**src/rtl/text_pkg.sv**
```systemverilog
// Shared constants, state encoding and command record for the text-mode block-write engine.
// Optional reset-time screen clear is selected by TEXT_BLITTER_CLEAR_ON_RESET_EN.
package text_pkg;

    localparam int COLS   = 80;
    localparam int ROWS   = 25;
    localparam int CELLS  = COLS * ROWS;
    localparam int ADDR_W = 11;

    localparam logic [7:0] CH_BLANK = 8'h00;

    typedef logic [ADDR_W-1:0] addr_t;

    typedef enum logic [2:0] {
        ST_IDLE,
        ST_FILL,
        ST_COPY_PRIME,
        ST_COPY,
`ifdef TEXT_BLITTER_CLEAR_ON_RESET_EN
        ST_DONE,
        ST_CLEAR
`else
        ST_DONE
`endif
    } state_t;

    typedef struct packed {
        addr_t      end_cell;
        logic [7:0] data;
    } cmd_t;

    function automatic addr_t clamp_end(input addr_t e);
        return (e > addr_t'(CELLS)) ? addr_t'(CELLS) : e;
    endfunction

endpackage

```
**src/rtl/text_blitter_if.sv**
```systemverilog
// Command strobe/status and character-RAM port bundle between control logic and the blitter.
// master = terminal control + RAM side, slave = blitter.
interface text_blitter_if;
    import text_pkg::*;

    logic       wr_start;
    addr_t      wr_begin;
    addr_t      wr_end;
    logic [7:0] wr_data;
    logic [7:0] wr_offset;
    logic       wr_busy;
    logic       wr_complete;
    addr_t      mem_raddr;
    logic [7:0] mem_rdata;
    logic       mem_we;
    addr_t      mem_waddr;
    logic [7:0] mem_wdata;

    modport master (
        output wr_start, wr_begin, wr_end, wr_data, wr_offset, mem_rdata,
        input  wr_busy, wr_complete, mem_raddr, mem_we, mem_waddr, mem_wdata
    );

    modport slave (
        input  wr_start, wr_begin, wr_end, wr_data, wr_offset, mem_rdata,
        output wr_busy, wr_complete, mem_raddr, mem_we, mem_waddr, mem_wdata
    );

endinterface

```
**src/rtl/text_blitter.sv**
```systemverilog
// Fill/copy engine: one RAM write per cycle, fill N cells done at N+1, copy at N+2; wr_start ignored while busy.
// TEXT_BLITTER_CLEAR_ON_RESET_EN adds a CLEAR pass writing blanks to every cell after reset.
module text_blitter
    import text_pkg::*;
(
    input  logic          clk100,
    input  logic          rst,
    text_blitter_if.slave bus
);

`ifdef TEXT_BLITTER_CLEAR_ON_RESET_EN
    localparam state_t RESET_STATE = ST_CLEAR;
`else
    localparam state_t RESET_STATE = ST_IDLE;
`endif
    localparam logic [ADDR_W:0] SRC_LIMIT = (ADDR_W+1)'(CELLS);

    state_t          state, state_nxt;
    cmd_t            cmd_q, cmd_nxt;
    addr_t           dest, dest_nxt, waddr_q, waddr_nxt, raddr_q, raddr_nxt;
    addr_t           end_clamped;
    logic [ADDR_W:0] src, src_nxt, src_start;
    logic            we_q, we_nxt, busy_q, busy_nxt, done_q, done_nxt;
    logic            copy_q, copy_nxt, rd_oob_q, rd_oob_nxt, wr_oob_q, wr_oob_nxt;
    logic            cmd_empty, cmd_fill, range_done;

    assign end_clamped = clamp_end(bus.wr_end);
    assign cmd_empty   = bus.wr_begin >= end_clamped;
    assign cmd_fill    = bus.wr_offset == 8'h00;
    assign src_start   = {1'b0, bus.wr_begin} + (ADDR_W+1)'(bus.wr_offset);
    assign range_done  = dest == cmd_q.end_cell;

    always_ff @(posedge clk100) begin
        if (rst) state <= RESET_STATE;
        else     state <= state_nxt;
    end

    always_comb begin
        state_nxt = state;
        case (state)
            ST_IDLE: begin
                if (bus.wr_start) begin
                    if (cmd_empty)     state_nxt = ST_DONE;
                    else if (cmd_fill) state_nxt = ST_FILL;
                    else               state_nxt = ST_COPY_PRIME;
                end
            end
            ST_FILL, ST_COPY: if (range_done) state_nxt = ST_DONE;
            ST_COPY_PRIME:    state_nxt = ST_COPY;
            ST_DONE:          state_nxt = ST_IDLE;
`ifdef TEXT_BLITTER_CLEAR_ON_RESET_EN
            ST_CLEAR:         if (range_done) state_nxt = ST_IDLE;
`endif
            default:          state_nxt = ST_IDLE;
        endcase
    end

    // dest always holds the next cell to write; the write visible this cycle is waddr_q.
    always_comb begin
        cmd_nxt    = cmd_q;
        dest_nxt   = dest;
        src_nxt    = src;
        waddr_nxt  = waddr_q;
        raddr_nxt  = raddr_q;
        rd_oob_nxt = rd_oob_q;
        wr_oob_nxt = wr_oob_q;
        we_nxt     = 1'b0;
        copy_nxt   = 1'b0;
        busy_nxt   = state_nxt != ST_IDLE;
        done_nxt   = state_nxt == ST_DONE;
        case (state)
            ST_IDLE: begin
                if (bus.wr_start && !cmd_empty) begin
                    cmd_nxt.end_cell = end_clamped;
                    cmd_nxt.data     = bus.wr_data;
                    if (cmd_fill) begin
                        we_nxt    = 1'b1;
                        waddr_nxt = bus.wr_begin;
                        dest_nxt  = bus.wr_begin + addr_t'(1);
                    end else begin
                        raddr_nxt  = src_start[ADDR_W-1:0];
                        rd_oob_nxt = src_start >= SRC_LIMIT;
                        src_nxt    = src_start + (ADDR_W+1)'(1);
                        dest_nxt   = bus.wr_begin;
                    end
                end
            end
`ifdef TEXT_BLITTER_CLEAR_ON_RESET_EN
            ST_FILL, ST_CLEAR: begin
`else
            ST_FILL: begin
`endif
                if (!range_done) begin
                    we_nxt    = 1'b1;
                    waddr_nxt = dest;
                    dest_nxt  = dest + addr_t'(1);
                end
            end
            ST_COPY_PRIME, ST_COPY: begin
                // Write the cell whose source was read this cycle, and read one source ahead.
                if (state == ST_COPY_PRIME || !range_done) begin
                    we_nxt     = 1'b1;
                    copy_nxt   = 1'b1;
                    waddr_nxt  = dest;
                    wr_oob_nxt = rd_oob_q;
                    dest_nxt   = dest + addr_t'(1);
                    raddr_nxt  = src[ADDR_W-1:0];
                    rd_oob_nxt = src >= SRC_LIMIT;
                    src_nxt    = src + (ADDR_W+1)'(1);
                end
            end
            default: ;
        endcase
    end

    always_ff @(posedge clk100) begin
        if (rst) begin
            cmd_q    <= cmd_t'{end_cell: addr_t'(CELLS), data: CH_BLANK};
            dest     <= '0;
            src      <= '0;
            waddr_q  <= '0;
            raddr_q  <= '0;
            rd_oob_q <= 1'b0;
            wr_oob_q <= 1'b0;
            we_q     <= 1'b0;
            copy_q   <= 1'b0;
            busy_q   <= 1'b0;
            done_q   <= 1'b0;
        end else begin
            cmd_q    <= cmd_nxt;
            dest     <= dest_nxt;
            src      <= src_nxt;
            waddr_q  <= waddr_nxt;
            raddr_q  <= raddr_nxt;
            rd_oob_q <= rd_oob_nxt;
            wr_oob_q <= wr_oob_nxt;
            we_q     <= we_nxt;
            copy_q   <= copy_nxt;
            busy_q   <= busy_nxt;
            done_q   <= done_nxt;
        end
    end

    assign bus.wr_busy     = busy_q;
    assign bus.wr_complete = done_q;
    assign bus.mem_we      = we_q;
    assign bus.mem_waddr   = waddr_q;
    assign bus.mem_raddr   = raddr_q;
    // Copy data comes straight from the RAM read register, aligned with the registered write address.
    assign bus.mem_wdata   = copy_q ? (wr_oob_q ? CH_BLANK : bus.mem_rdata) : cmd_q.data;

endmodule

```
**src/flat_wrapper.sv**
```systemverilog
// flat-port wrapper written by rule: the top's interface ports become plain ports
module text_blitter_flat import text_pkg::*;
  (clk100, rst, bus_wr_start, bus_wr_begin, bus_wr_end, bus_wr_data, bus_wr_offset, bus_mem_rdata, bus_wr_busy, bus_wr_complete, bus_mem_raddr, bus_mem_we, bus_mem_waddr, bus_mem_wdata);
  text_blitter_if bus_i ();
  input  logic clk100;
  input  logic rst;
  input wire logic [$bits(bus_i.wr_start)-1:0] bus_wr_start;
  input wire logic [$bits(bus_i.wr_begin)-1:0] bus_wr_begin;
  input wire logic [$bits(bus_i.wr_end)-1:0] bus_wr_end;
  input wire logic [$bits(bus_i.wr_data)-1:0] bus_wr_data;
  input wire logic [$bits(bus_i.wr_offset)-1:0] bus_wr_offset;
  input wire logic [$bits(bus_i.mem_rdata)-1:0] bus_mem_rdata;
  output wire logic [$bits(bus_i.wr_busy)-1:0] bus_wr_busy;
  output wire logic [$bits(bus_i.wr_complete)-1:0] bus_wr_complete;
  output wire logic [$bits(bus_i.mem_raddr)-1:0] bus_mem_raddr;
  output wire logic [$bits(bus_i.mem_we)-1:0] bus_mem_we;
  output wire logic [$bits(bus_i.mem_waddr)-1:0] bus_mem_waddr;
  output wire logic [$bits(bus_i.mem_wdata)-1:0] bus_mem_wdata;
  assign bus_i.wr_start = bus_wr_start;
  assign bus_i.wr_begin = bus_wr_begin;
  assign bus_i.wr_end = bus_wr_end;
  assign bus_i.wr_data = bus_wr_data;
  assign bus_i.wr_offset = bus_wr_offset;
  assign bus_i.mem_rdata = bus_mem_rdata;
  assign bus_wr_busy = bus_i.wr_busy;
  assign bus_wr_complete = bus_i.wr_complete;
  assign bus_mem_raddr = bus_i.mem_raddr;
  assign bus_mem_we = bus_i.mem_we;
  assign bus_mem_waddr = bus_i.mem_waddr;
  assign bus_mem_wdata = bus_i.mem_wdata;
  text_blitter u_core (.clk100(clk100), .rst(rst), .bus(bus_i));
endmodule
```
**config.mk**
```make
export PLATFORM = sky130hd
export DESIGN_NAME = text_blitter_flat
export DESIGN_NICKNAME = d
export VERILOG_FILES = /design/src/rtl/text_pkg.sv /design/src/rtl/text_blitter_if.sv /design/src/rtl/text_blitter.sv /design/src/flat_wrapper.sv
export SDC_FILE = /design/constraint.sdc
export NUM_CORES = 1
export LEC_CHECK = 0
export CAP_MARGIN = 20
export CORE_ASPECT_RATIO = 0.75
export CORE_MARGIN = 5
export CORE_UTILIZATION = 53
export DETAILED_ROUTE_END_ITERATION = 8
export PLACE_DENSITY = 0.78
export SYNTH_ARGS = -nofsm -noshare
export SYNTH_HDL_FRONTEND = slang
export SYNTH_SLANG_ARGS = --single-unit
```
**constraint.sdc**
```tcl
create_clock -name clk100 -period 8.1 [get_ports clk100]
set_clock_uncertainty 0.2 [all_clocks]
set_input_delay 2.025 -clock clk100 [delete_from_list [all_inputs] [get_ports clk100]]
set_output_delay 2.025 -clock clk100 [all_outputs]
set_load 0.01 [all_outputs]
```
==> results of run 1 <==
-- final cells by class --
| type | instances | area (µm²) | share of cell area |
|---|---|---|---|
| Clock buffer | 11 | 233 | 0.0397 |
| Clock inverter | 5 | 80.1 | 0.0137 |
| Inverter | 29 | 109 | 0.0186 |
| Multi-Input combinational cell | 462 | 2980 | 0.508 |
| Sequential cell | 73 | 1460 | 0.249 |
| Tap cell | 108 | 135 | 0.0231 |
| Timing Repair Buffer | 88 | 866 | 0.148 |
-- cells in the mapped netlist (8+ instances only) --
master,instances
nor3_1,16
a211oi_1,13
xnor2_1,26
ha_1,22
o211ai_1,14
inv_1,29
nand3_1,16
nor2_1,61
mux2i_1,13
dfxtp_1,73
o21ai_0,24
o22ai_1,8
clkbuf_1,27
o21ai_1,11
nand2_1,81
a311oi_1,12
and3_1,13
a21oi_1,32
nand4_1,9
-- worst min path at each step --
stage,start,endpoint,slack [ns],depth (start not counted)
2_1_floorplan,u_core.src[1],u_core.src[1],0.24,2
3_3_place_gp,u_core.bus.mem_raddr[2],u_core.bus.mem_raddr[2],0.24,2
3_5_place_dp,u_core.bus.mem_raddr[2],u_core.bus.mem_raddr[2],0.24,2
4_1_cts,u_core.bus.mem_raddr[2],u_core.bus.mem_raddr[2],0.25,2
5_1_grt,u_core.bus.mem_raddr[2],u_core.bus.mem_raddr[2],0.29,2
6_report,u_core.bus.mem_raddr[2],u_core.bus.mem_raddr[2],0.25,2
-- state kept, by name (all words and copies together), names as in the netlist --
| name | count |
|---|---|
| u_core.bus.mem_we | 1 |
| u_core.bus.wr_complete | 1 |
| u_core.cmd_q | 19 |
| u_core.bus.mem_raddr | 11 |
| u_core.copy_q | 1 |
| u_core.rd_oob_q | 1 |
| u_core.state | 3 |
| u_core.bus.mem_waddr | 11 |
| u_core.wr_oob_q | 1 |
| u_core.src | 12 |
| u_core.bus.wr_busy | 1 |
| u_core.dest | 11 |
-- per-layer routing --
metal | wire length (µm) | global-route usage | part of all wire
met5 | 0 | 0 | 0
met4 | 203 | 0.0714 | 0.014
met1 | 6380 | 0.357 | 0.45
met2 | 5790 | 0.363 | 0.41
met3 | 1670 | 0.0732 | 0.12
-- layout by cell type, fill, tap and decap left out, types with 10 or more instances in the layout --
cell	Yosys	final
clkdlybuf4s50_1	0	80
nor3_1	16	16
mux2i_1	13	13
and3_1	13	13
xnor2_1	26	26
a311oi_1	12	12
o21ai_1	11	10
dfxtp_1	73	73
o21ai_0	24	24
o211ai_1	14	14
nand3_1	16	16
ha_1	22	22
nand2_1	81	81
nor2_1	61	61
a21oi_1	32	32
a211oi_1	13	13
inv_1	29	29
-- critical path: stages --
cell and delay [ns]:
clkdlybuf4s50_1 0.43, or4_1 0.52, a21oi_1 0.15, or2_2 0.16
nor2b_1 0.19, ha_1 0.28, a21oi_1 0.15, o211ai_1 0.09
a21oi_1 0.31, o211ai_1 0.26, o21ai_2 0.60, buf_4 0.43
nor2_1 0.08, a211oi_1 0.25
-- per-stage QoR --
step	util	hold slack (ns)	setup slack (ns)	instance area [µm²]	power [mW]
3_5_place_dp	0.645	0.244	1.99	5550	0.860
5_1_grt	0.682	0.285	1.97	5860	1.35
4_1_cts	0.682	0.252	2.27	5860	1.29
6_report	0.682	0.248	2.20	5860	1.29
2_1_floorplan	-	0.241	2.98	4740	0.719
3_3_place_gp	0.643	0.238	1.88	5530	0.845
-- cell families (layout without fill, tap and decap cells) --
kind of cell | count (synthesis) | count (layout) | share of synthesized area
AO/OA/AOI/OAI | 162 | 162 | 0.241
XOR/XNOR | 30 | 30 | 0.0554
adder cells (fa/ha/maj) | 23 | 23 | 0.0623
buffers and inverters | 66 | 133 | 0.0676
flip-flops | 73 | 73 | 0.308
multiplexers | 14 | 14 | 0.0298
AND/OR/NAND/NOR | 233 | 233 | 0.235
-- power by group through the flow --
stage               registers [mW]  clock network (mW)  logic, mW
global placement             0.461                   0      0.384
detailed placement           0.463                   0      0.397
finish                       0.458               0.425      0.406
global route                 0.464               0.443      0.442
CTS                          0.456               0.429      0.401
floorplan                    0.456                   0      0.262
==> impl_metrics.json, run 1 <==
{
  "gp_congestion": 0.931,
  "die_y_um": 91.9,
  "gr-usage-all-layers": 0.249,
  "synthCells": 601,
  "grt_pass1_wl_um": 22300,
  "antenna_found_initial": 0,
  "required_ns": 8.14,
  "numCtsBuffers": 9,
  "wl_per_cell_um": 18.1,
  "start_util": 0.551,
  "synth.distinct_cells": 72,
  "syn_nets": 673,
  "worstRegToRegCells": 7,
  "ant_nets": 0,
  "power_frac_clock": 0.330,
  "rows": 29,
  "crit_path_end": "u_core.bus.mem_raddr[8]",
  "drt_iter0_drc": 513,
  "tns_ns": 0,
  "htreeDepth": 3,
  "synth_area_leaders": "dfxtp_1 31%, nand2_1 6.4%, ha_1 5.8%",
  "io_pins": 82,
  "synth-edff-count": 0,
  "powerDensity_mw_per_mm2": 220,
  "post_cts_resized": 0,
  "cp-startpoint": "bus_wr_end[1]",
  "layout.nets": 735,
  "synth_area_per_cell_um2": 7.89,
  "synth_top_area_share": 0.308,
  "port_buffers": 81,
  "ys_seq_area_frac": 0.308,
  "report.final.slew_viol_count": 0,
  "async_reset_ff_frac": 0,
  "path_clk_slew_ns": 0.06,
  "holdBufCountCts": 0,
  "path_max_fanout": 32,
  "clk_latency_ns": 0.34,
  "instances_no_fill": 776,
  "cts_max_path_buffers": 2,
  "endpoint_kind": "flip-flop",
  "netlist_area_mm2": 0.00474,
  "finalHoldViolCount": 0,
  "yosys_warnings": 0,
  "cp.arrival_ns": 5.94,
  "min_path_type": "reg -> reg",
  "switching_share": 0.331,
  "drc": 0,
  "hpwlAfterDp_um": 10000,
  "rrSetupSlack_ns": 4.55,
  "setup_viol": 0,
  "die_w_um": 119,
  "status": "completed",
  "worst_pin_slew_ns": 0.797,
  "grt_pass1_vias": 4432,
  "drt_pass1_iterations": 8,
  "r2r_start": "u_core.state[2]",
  "cts_tree": "built",
  "cap_violations": 0,
  "dp_cells": 760,
  "area_growth_pct": 23.6,
  "rsz0062_at_grt": "false",
  "p_switching_mw": 0.427,
  "ys_ff_latch": 73,
  "start_kind": "input port",
  "yosysTopAreaCell": "dfxtp_1",
  "yosys_most_used_dff": "dfxtp_1",
  "grt-ovfl-total": 0,
  "r2r-end": "u_core.src[11]",
  "ctsRootBufferMaster": "clkbuf_16",
  "vdd_ir_drop_max_uv": 123,
  "cts_sinks": 73,
  "cts_setup_buffers": 0,
  "grt_start_max_net_pins": 66,
  "p_seq_frac": 0.355,
  "p_int_mw": 0.861,
  "vias": 4787,
  "diodes": 0,
  "fin_crit_ns": 5.90,
  "critPathKind": "in -> reg",
  "timing.fmax_ghz": 0.170,
  "die_area_mm2": 0.0110,
  "n_fill_cell": 720,
  "drive_above_1_share": 0.0629,
  "power_frac_comb": 0.315,
  "timing.final.crit_share": 0.728,
  "slew_headroom": 0.469,
  "coreArea_mm2": 0.00860,
  "viasPerCell": 6.17,
  "power.leakage_nw": 2.29,
  "routed_wl_um": 14000
}
Note: power is estimated with default switching activity, not from simulation.
==> run 2: changes to the inputs <==
- CORE_UTILIZATION: 53 -> 49
- PLACE_DENSITY: 0.78 -> 0.76
- clock period: 8.1 -> 5 ns (I/O delays scaled with it)
==> impl_metrics.json, run 2 (synthesis gave the netlist of run 1 again) <==
{
  "routed_wl_um": 14000,
  "area_growth_pct": 26.2,
  "fin_crit_ns": 4.65,
  "grt-ovfl-total": 0,
  "vdd_ir_drop_max_uv": 192,
  "layout.nets": 746,
  "numCtsBuffers": 9,
  "cts_setup_buffers": 0,
  "clk_latency_ns": 0.34,
  "required_ns": 5.06,
  "powerDensity_mw_per_mm2": 348,
  "timing.final.crit_share": 0.931,
  "rsz0062_at_grt": "false",
  "wl_met3_um": 1210,
  "start_util": 0.497,
  "grt_start_max_net_pins": 65,
  "gp_congestion": 0.914,
  "drt_pass1_iterations": 5,
  "routed.top_layer": "met4",
  "coreArea_mm2": 0.00954,
  "diodes": 0,
  "status": "completed",
  "cap_violations": 0,
  "grt_pass1_vias": 4536,
  "reg_top3": "u_core.cmd_q: 19 flops, u_core.src: 12 flops",
  "die_area_mm2": 0.0118,
  "path_max_fanout": 11,
  "endpoint_kind": "flip-flop",
  "io_pins": 82,
  "drive_above_1_share": 0.0796,
  "ant_nets": 0,
  "drc": 0,
  "largest_reg_flops": 19,
  "min_path_type": "reg -> reg",
  "ctsRootBufferMaster": "clkbuf_16",
  "drt_iter0_drc": 522,
  "met2WireLength_um": 5860,
  "rows": 31,
  "cp.arrival_ns": 4.72,
  "holdBufCountCts": 0,
  "wl_met1_um": 6740,
  "final_cell_mix": "81 x nand2_1, 80 x clkdlybuf4s50_1, 73 x dfxtp_1, 61 x nor2_1, 32 x a21oi_1",
  "finalPower_mw": 2.08,
  "die_w_um": 124,
  "htreeDepth": 3,
  "hpwlAfterDp_um": 10300,
  "wl_per_cell_um": 17.3,
  "power.leakage_nw": 2.36,
  "report.final.slew_viol_count": 0,
  "vias": 4776,
  "critPathKind": "in -> reg",
  "finalHoldViolCount": 0,
  "die_y_um": 95.2,
  "tns_ns": 0,
  "viasPerCell": 5.90,
  "final_common_cell": "nand2_1",
  "port_buffers": 81,
  "n_fill_cell": 869,
  "setup_viol": 0,
  "gr-usage-all-layers": 0.243,
  "worst_pin_slew_ns": 0.786,
  "antenna_found_initial": 0,
  "post_cts_resized": 0,
  "path_clk_slew_ns": 0.06,
  "cts_sinks": 73,
  "cts_max_path_buffers": 2,
  "slew_headroom": 0.476,
  "start_kind": "input port",
  "top_register": "u_core.cmd_q",
  "grt_pass1_wl_um": 22700,
  "cts_tree": "built",
  "timing.fmax_ghz": 0.215
}
## run 2: changes by cell type in the layout (fill, tap and decap cells not counted), moves of 2 or more
cell	before	now
clkbuf_1	2	0
buf_12	0	2
clkinv_4	0	2
clkinvlp_4	2	0
buf_4	6	16
clkbuf_8	0	2
## run 2: layer usage
layer,GRT usage,up-vias
li1,-,2326
met1,0.360,2243
met2,0.353,192
met3,0.0611,15
met4,0.0590,0
met5,0,-
## run 2: path summary, 6_finish.rpt
kind              cells past startpoint                    start  slack, ns                 endpoint
hold / removal                        2  u_core.bus.mem_raddr[2]       0.26  u_core.bus.mem_raddr[2]
hold reg to reg                       2  u_core.bus.mem_raddr[2]       0.26  u_core.bus.mem_raddr[2]
setup reg to reg                      7          u_core.state[2]       1.51           u_core.src[11]
setup / recovery                     13            bus_wr_end[0]       0.35            u_core.src[4]
## run 2: per-stage QoR
| stage | utilization | hold WS [ns] | cells | setup WS (ns) | area [µm²] |
|---|---|---|---|---|---|
| floorplan | - | 0.241 | 601 | 0.652 | 4740 |
| global placement | 0.595 | 0.243 | 795 | 0.171 | 5680 |
| detailed placement | 0.595 | 0.254 | 795 | 0.0342 | 5680 |
| CTS | 0.627 | 0.262 | 810 | 0.385 | 5980 |
| global route | 0.627 | 0.282 | 810 | 0.0902 | 5980 |
| finish | 0.627 | 0.258 | 810 | 0.347 | 5980 |
## run 2: layout make-up
class | count | area [µm²] | area share
well taps | 132 | 165 | 0.0276
clock inverters | 4 | 52.6 | 0.00878
multi-input cells | 462 | 2980 | 0.497
flip-flops and latches | 73 | 1460 | 0.244
inverters | 29 | 109 | 0.0182
repair buffers | 99 | 966 | 0.161
clock buffers | 11 | 253 | 0.0422
## run 2: where the power goes
group | switching (mW) | internal [mW] | total [mW]
registers | 0.0779 | 0.665 | 0.743
logic | 0.366 | 0.311 | 0.677
clock network | 0.253 | 0.411 | 0.665
## run 2: critical path, cell delays in order
cell             delay, ns
clkdlybuf4s50_1       0.43
or4_1                 0.53
a21oi_1               0.14
or2_2                 0.16
nor2b_1               0.19
ha_1                  0.27
a21oi_1               0.15
o211ai_1              0.10
a21oi_1               0.24
o211ai_1              0.23
o21a_4                0.33
or4_1                 0.53
a31oi_1               0.17
==> run 3: changes to the inputs <==
- CORE_MARGIN: 5 -> default
==> impl_metrics.json, run 3 (synthesis gave the netlist of run 1 again) <==
{
  "io_pins": 82,
  "viasPerCell": 5.87,
  "layout.nets": 754,
  "worst_pin_slew_ns": 0.637,
  "crit_path_end": "u_core.src[4]",
  "cts_max_path_buffers": 2,
  "status": "completed",
  "grt.met1_usage": 0.418,
  "final_cell_mix": "81 x nand2_1, 80 x clkdlybuf4s50_1, 73 x dfxtp_1, 61 x nor2_1, 32 x a21oi_1",
  "use_met2": 0.420,
  "worstRegToRegCells": 8,
  "cp.arrival_ns": 4.74,
  "slew_headroom": 0.572,
  "p_switching_mw": 0.716,
  "power.leakage_nw": 2.41,
  "vdd_ir_drop_max_uv": 219,
  "drt_iter0_drc": 427,
  "rrSetupSlack_ns": 1.97,
  "grtUsageMet3": 0.0884,
  "cap_violations": 0,
  "die_w_um": 116,
  "tns_ns": 0,
  "power_frac_clock": 0.340,
  "routed_wl_um": 14000,
  "ctsRootBufferMaster": "clkbuf_16",
  "fin_crit_ns": 4.67,
  "dp_cells": 799,
  "cp_cell_sequence": "clkdlybuf4s50_1 > or4_1 > a21oi_1 > or2_2 > nor2b_1 > ha_1 > a21oi_1 > o211ai_1 > a21oi_1 > o211ai_1 > o21a_4 > or4_1 > a31oi_1",
  "rows": 30,
  "report.final.slew_viol_count": 0,
  "cts_sinks": 73,
  "die_area_mm2": 0.0101,
  "final_common_cell": "nand2_1",
  "busiest_layer": "met2",
  "cts_tree": "built",
  "gr-usage-all-layers": 0.291,
  "largest_reg_flops": 19,
  "required_ns": 5.07,
  "post_cts_resized": 0,
  "holdBufCountCts": 0,
  "finalHoldViolCount": 0,
  "grt_pass1_vias": 4467,
  "numCtsBuffers": 9,
  "start_kind": "input port",
  "area_growth_pct": 28.1,
  "wl_per_cell_um": 17.2,
  "diodes": 0,
  "reg_top3": "u_core.cmd_q: 19 flops, u_core.src: 12 flops",
  "htreeDepth": 3,
  "grt_pass1_wl_um": 22600,
  "p_seq_frac": 0.343,
  "rsz0062_at_grt": "false",
  "grt-ovfl-total": 0,
  "max_stage_delay_ns": 0.52,
  "whs_ns": 0.255,
  "start_util": 0.513,
  "drt_pass1_iterations": 5,
  "r2r_start": "u_core.state[2]",
  "drc": 0,
  "antenna_found_initial": 0,
  "setup_ws_ns": 0.327,
  "slowest_stage": "or4_1",
  "top_register": "u_core.cmd_q",
  "r2r-end": "u_core.src[11]",
  "die_y_um": 87.2,
  "crit_buf_inv": 1,
  "cts_setup_buffers": 0,
  "switching_share": 0.330,
  "path_depth": 13,
  "instances_no_fill": 815,
  "powerDensity_mw_per_mm2": 357,
  "grt_start_max_net_pins": 52,
  "vias": 4784,
  "timing.final.crit_share": 0.935,
  "critPathKind": "in -> reg",
  "crit_family": "simple AND/OR/NAND/NOR gates",
  "port_buffers": 81,
  "ant_nets": 0,
  "setup_viol": 0,
  "gp_congestion": 0.896,
  "clk_latency_ns": 0.34,
  "path_clk_slew_ns": 0.06,
  "p_int_mw": 1.45,
  "hpwlAfterDp_um": 10200,
  "coreArea_mm2": 0.00923,
  "min_path_type": "reg -> reg",
  "path_max_fanout": 7,
  "power_frac_comb": 0.317,
  "crit_path_frequent_cell": "a21oi_1",
  "drive_above_1_share": 0.0917,
  "endpoint_kind": "flip-flop",
  "place_ws_ns": 0.0523,
  "timing.fmax_ghz": 0.214,
  "cp-startpoint": "bus_wr_end[0]"
}
[run 3: cell types whose count changed in the layout (fill, tap and decap cells not counted), sizes merged]
cell | before | now
clkinv | 3 | 2
inv | 29 | 30
bufinv | 1 | 2
buf | 19 | 27
[run 3: power groups by stage]
stage / Sequential [mW] / Clock, mW / Combinational, mW
after floorplan: 0.739 / 0 / 0.425
after global placement: 0.749 / 0 / 0.660
after detailed placement: 0.752 / 0 / 0.676
after CTS: 0.740 / 0.747 / 0.681
after global routing: 0.752 / 0.772 / 0.755
final: 0.743 / 0.737 / 0.688
[run 3: metrics by stage]
| stage | power (mW) | area (µm²) | util |
|---|---|---|---|
| 6_report | 2.17 | 6070 | 0.658 |
| 5_1_grt | 2.28 | 6070 | 0.658 |
| 4_1_cts | 2.17 | 6070 | 0.658 |
| 3_5_place_dp | 1.43 | 5730 | 0.621 |
| 3_3_place_gp | 1.41 | 5730 | 0.621 |
| 2_1_floorplan | 1.16 | 4740 | - |
[run 3: final cells by class]
type / count / area [µm²]
Multi-Input combinational cell: 462 / 2980
Clock inverter: 5 / 86.3
Timing Repair Buffer: 107 / 1030
Sequential cell: 73 / 1460
Inverter: 29 / 109
Clock buffer: 11 / 253
Fill cell: 841 / 3160
Tap cell: 128 / 160
[run 3: worst min-delay path, stage by stage, from the launching register on]
cell	delay, ns
dfxtp_1	0.31
nand2_1	0.05
a21oi_1	0.05
[run 3: per-layer routing]
layer	wire length (µm)	vias up	part of all wire
met1	6610	2189	0.47
met5	0	-	0
li1	-	2336	-
met2	5800	238	0.41
met3	1440	21	0.10
met4	163	0	0.012
[run 3: how the worst min path moves through the flow]
stage | start | cells after the start | endpoint
floorplan | u_core.src[1] | 2 | u_core.src[1]
global placement | u_core.bus.mem_raddr[2] | 2 | u_core.bus.mem_raddr[2]
detailed placement | u_core.bus.mem_raddr[10] | 2 | u_core.bus.mem_raddr[10]
CTS | u_core.bus.mem_raddr[2] | 2 | u_core.bus.mem_raddr[2]
finish | u_core.bus.mem_raddr[2] | 2 | u_core.bus.mem_raddr[2]
global route | u_core.bus.mem_raddr[2] | 2 | u_core.bus.mem_raddr[2]
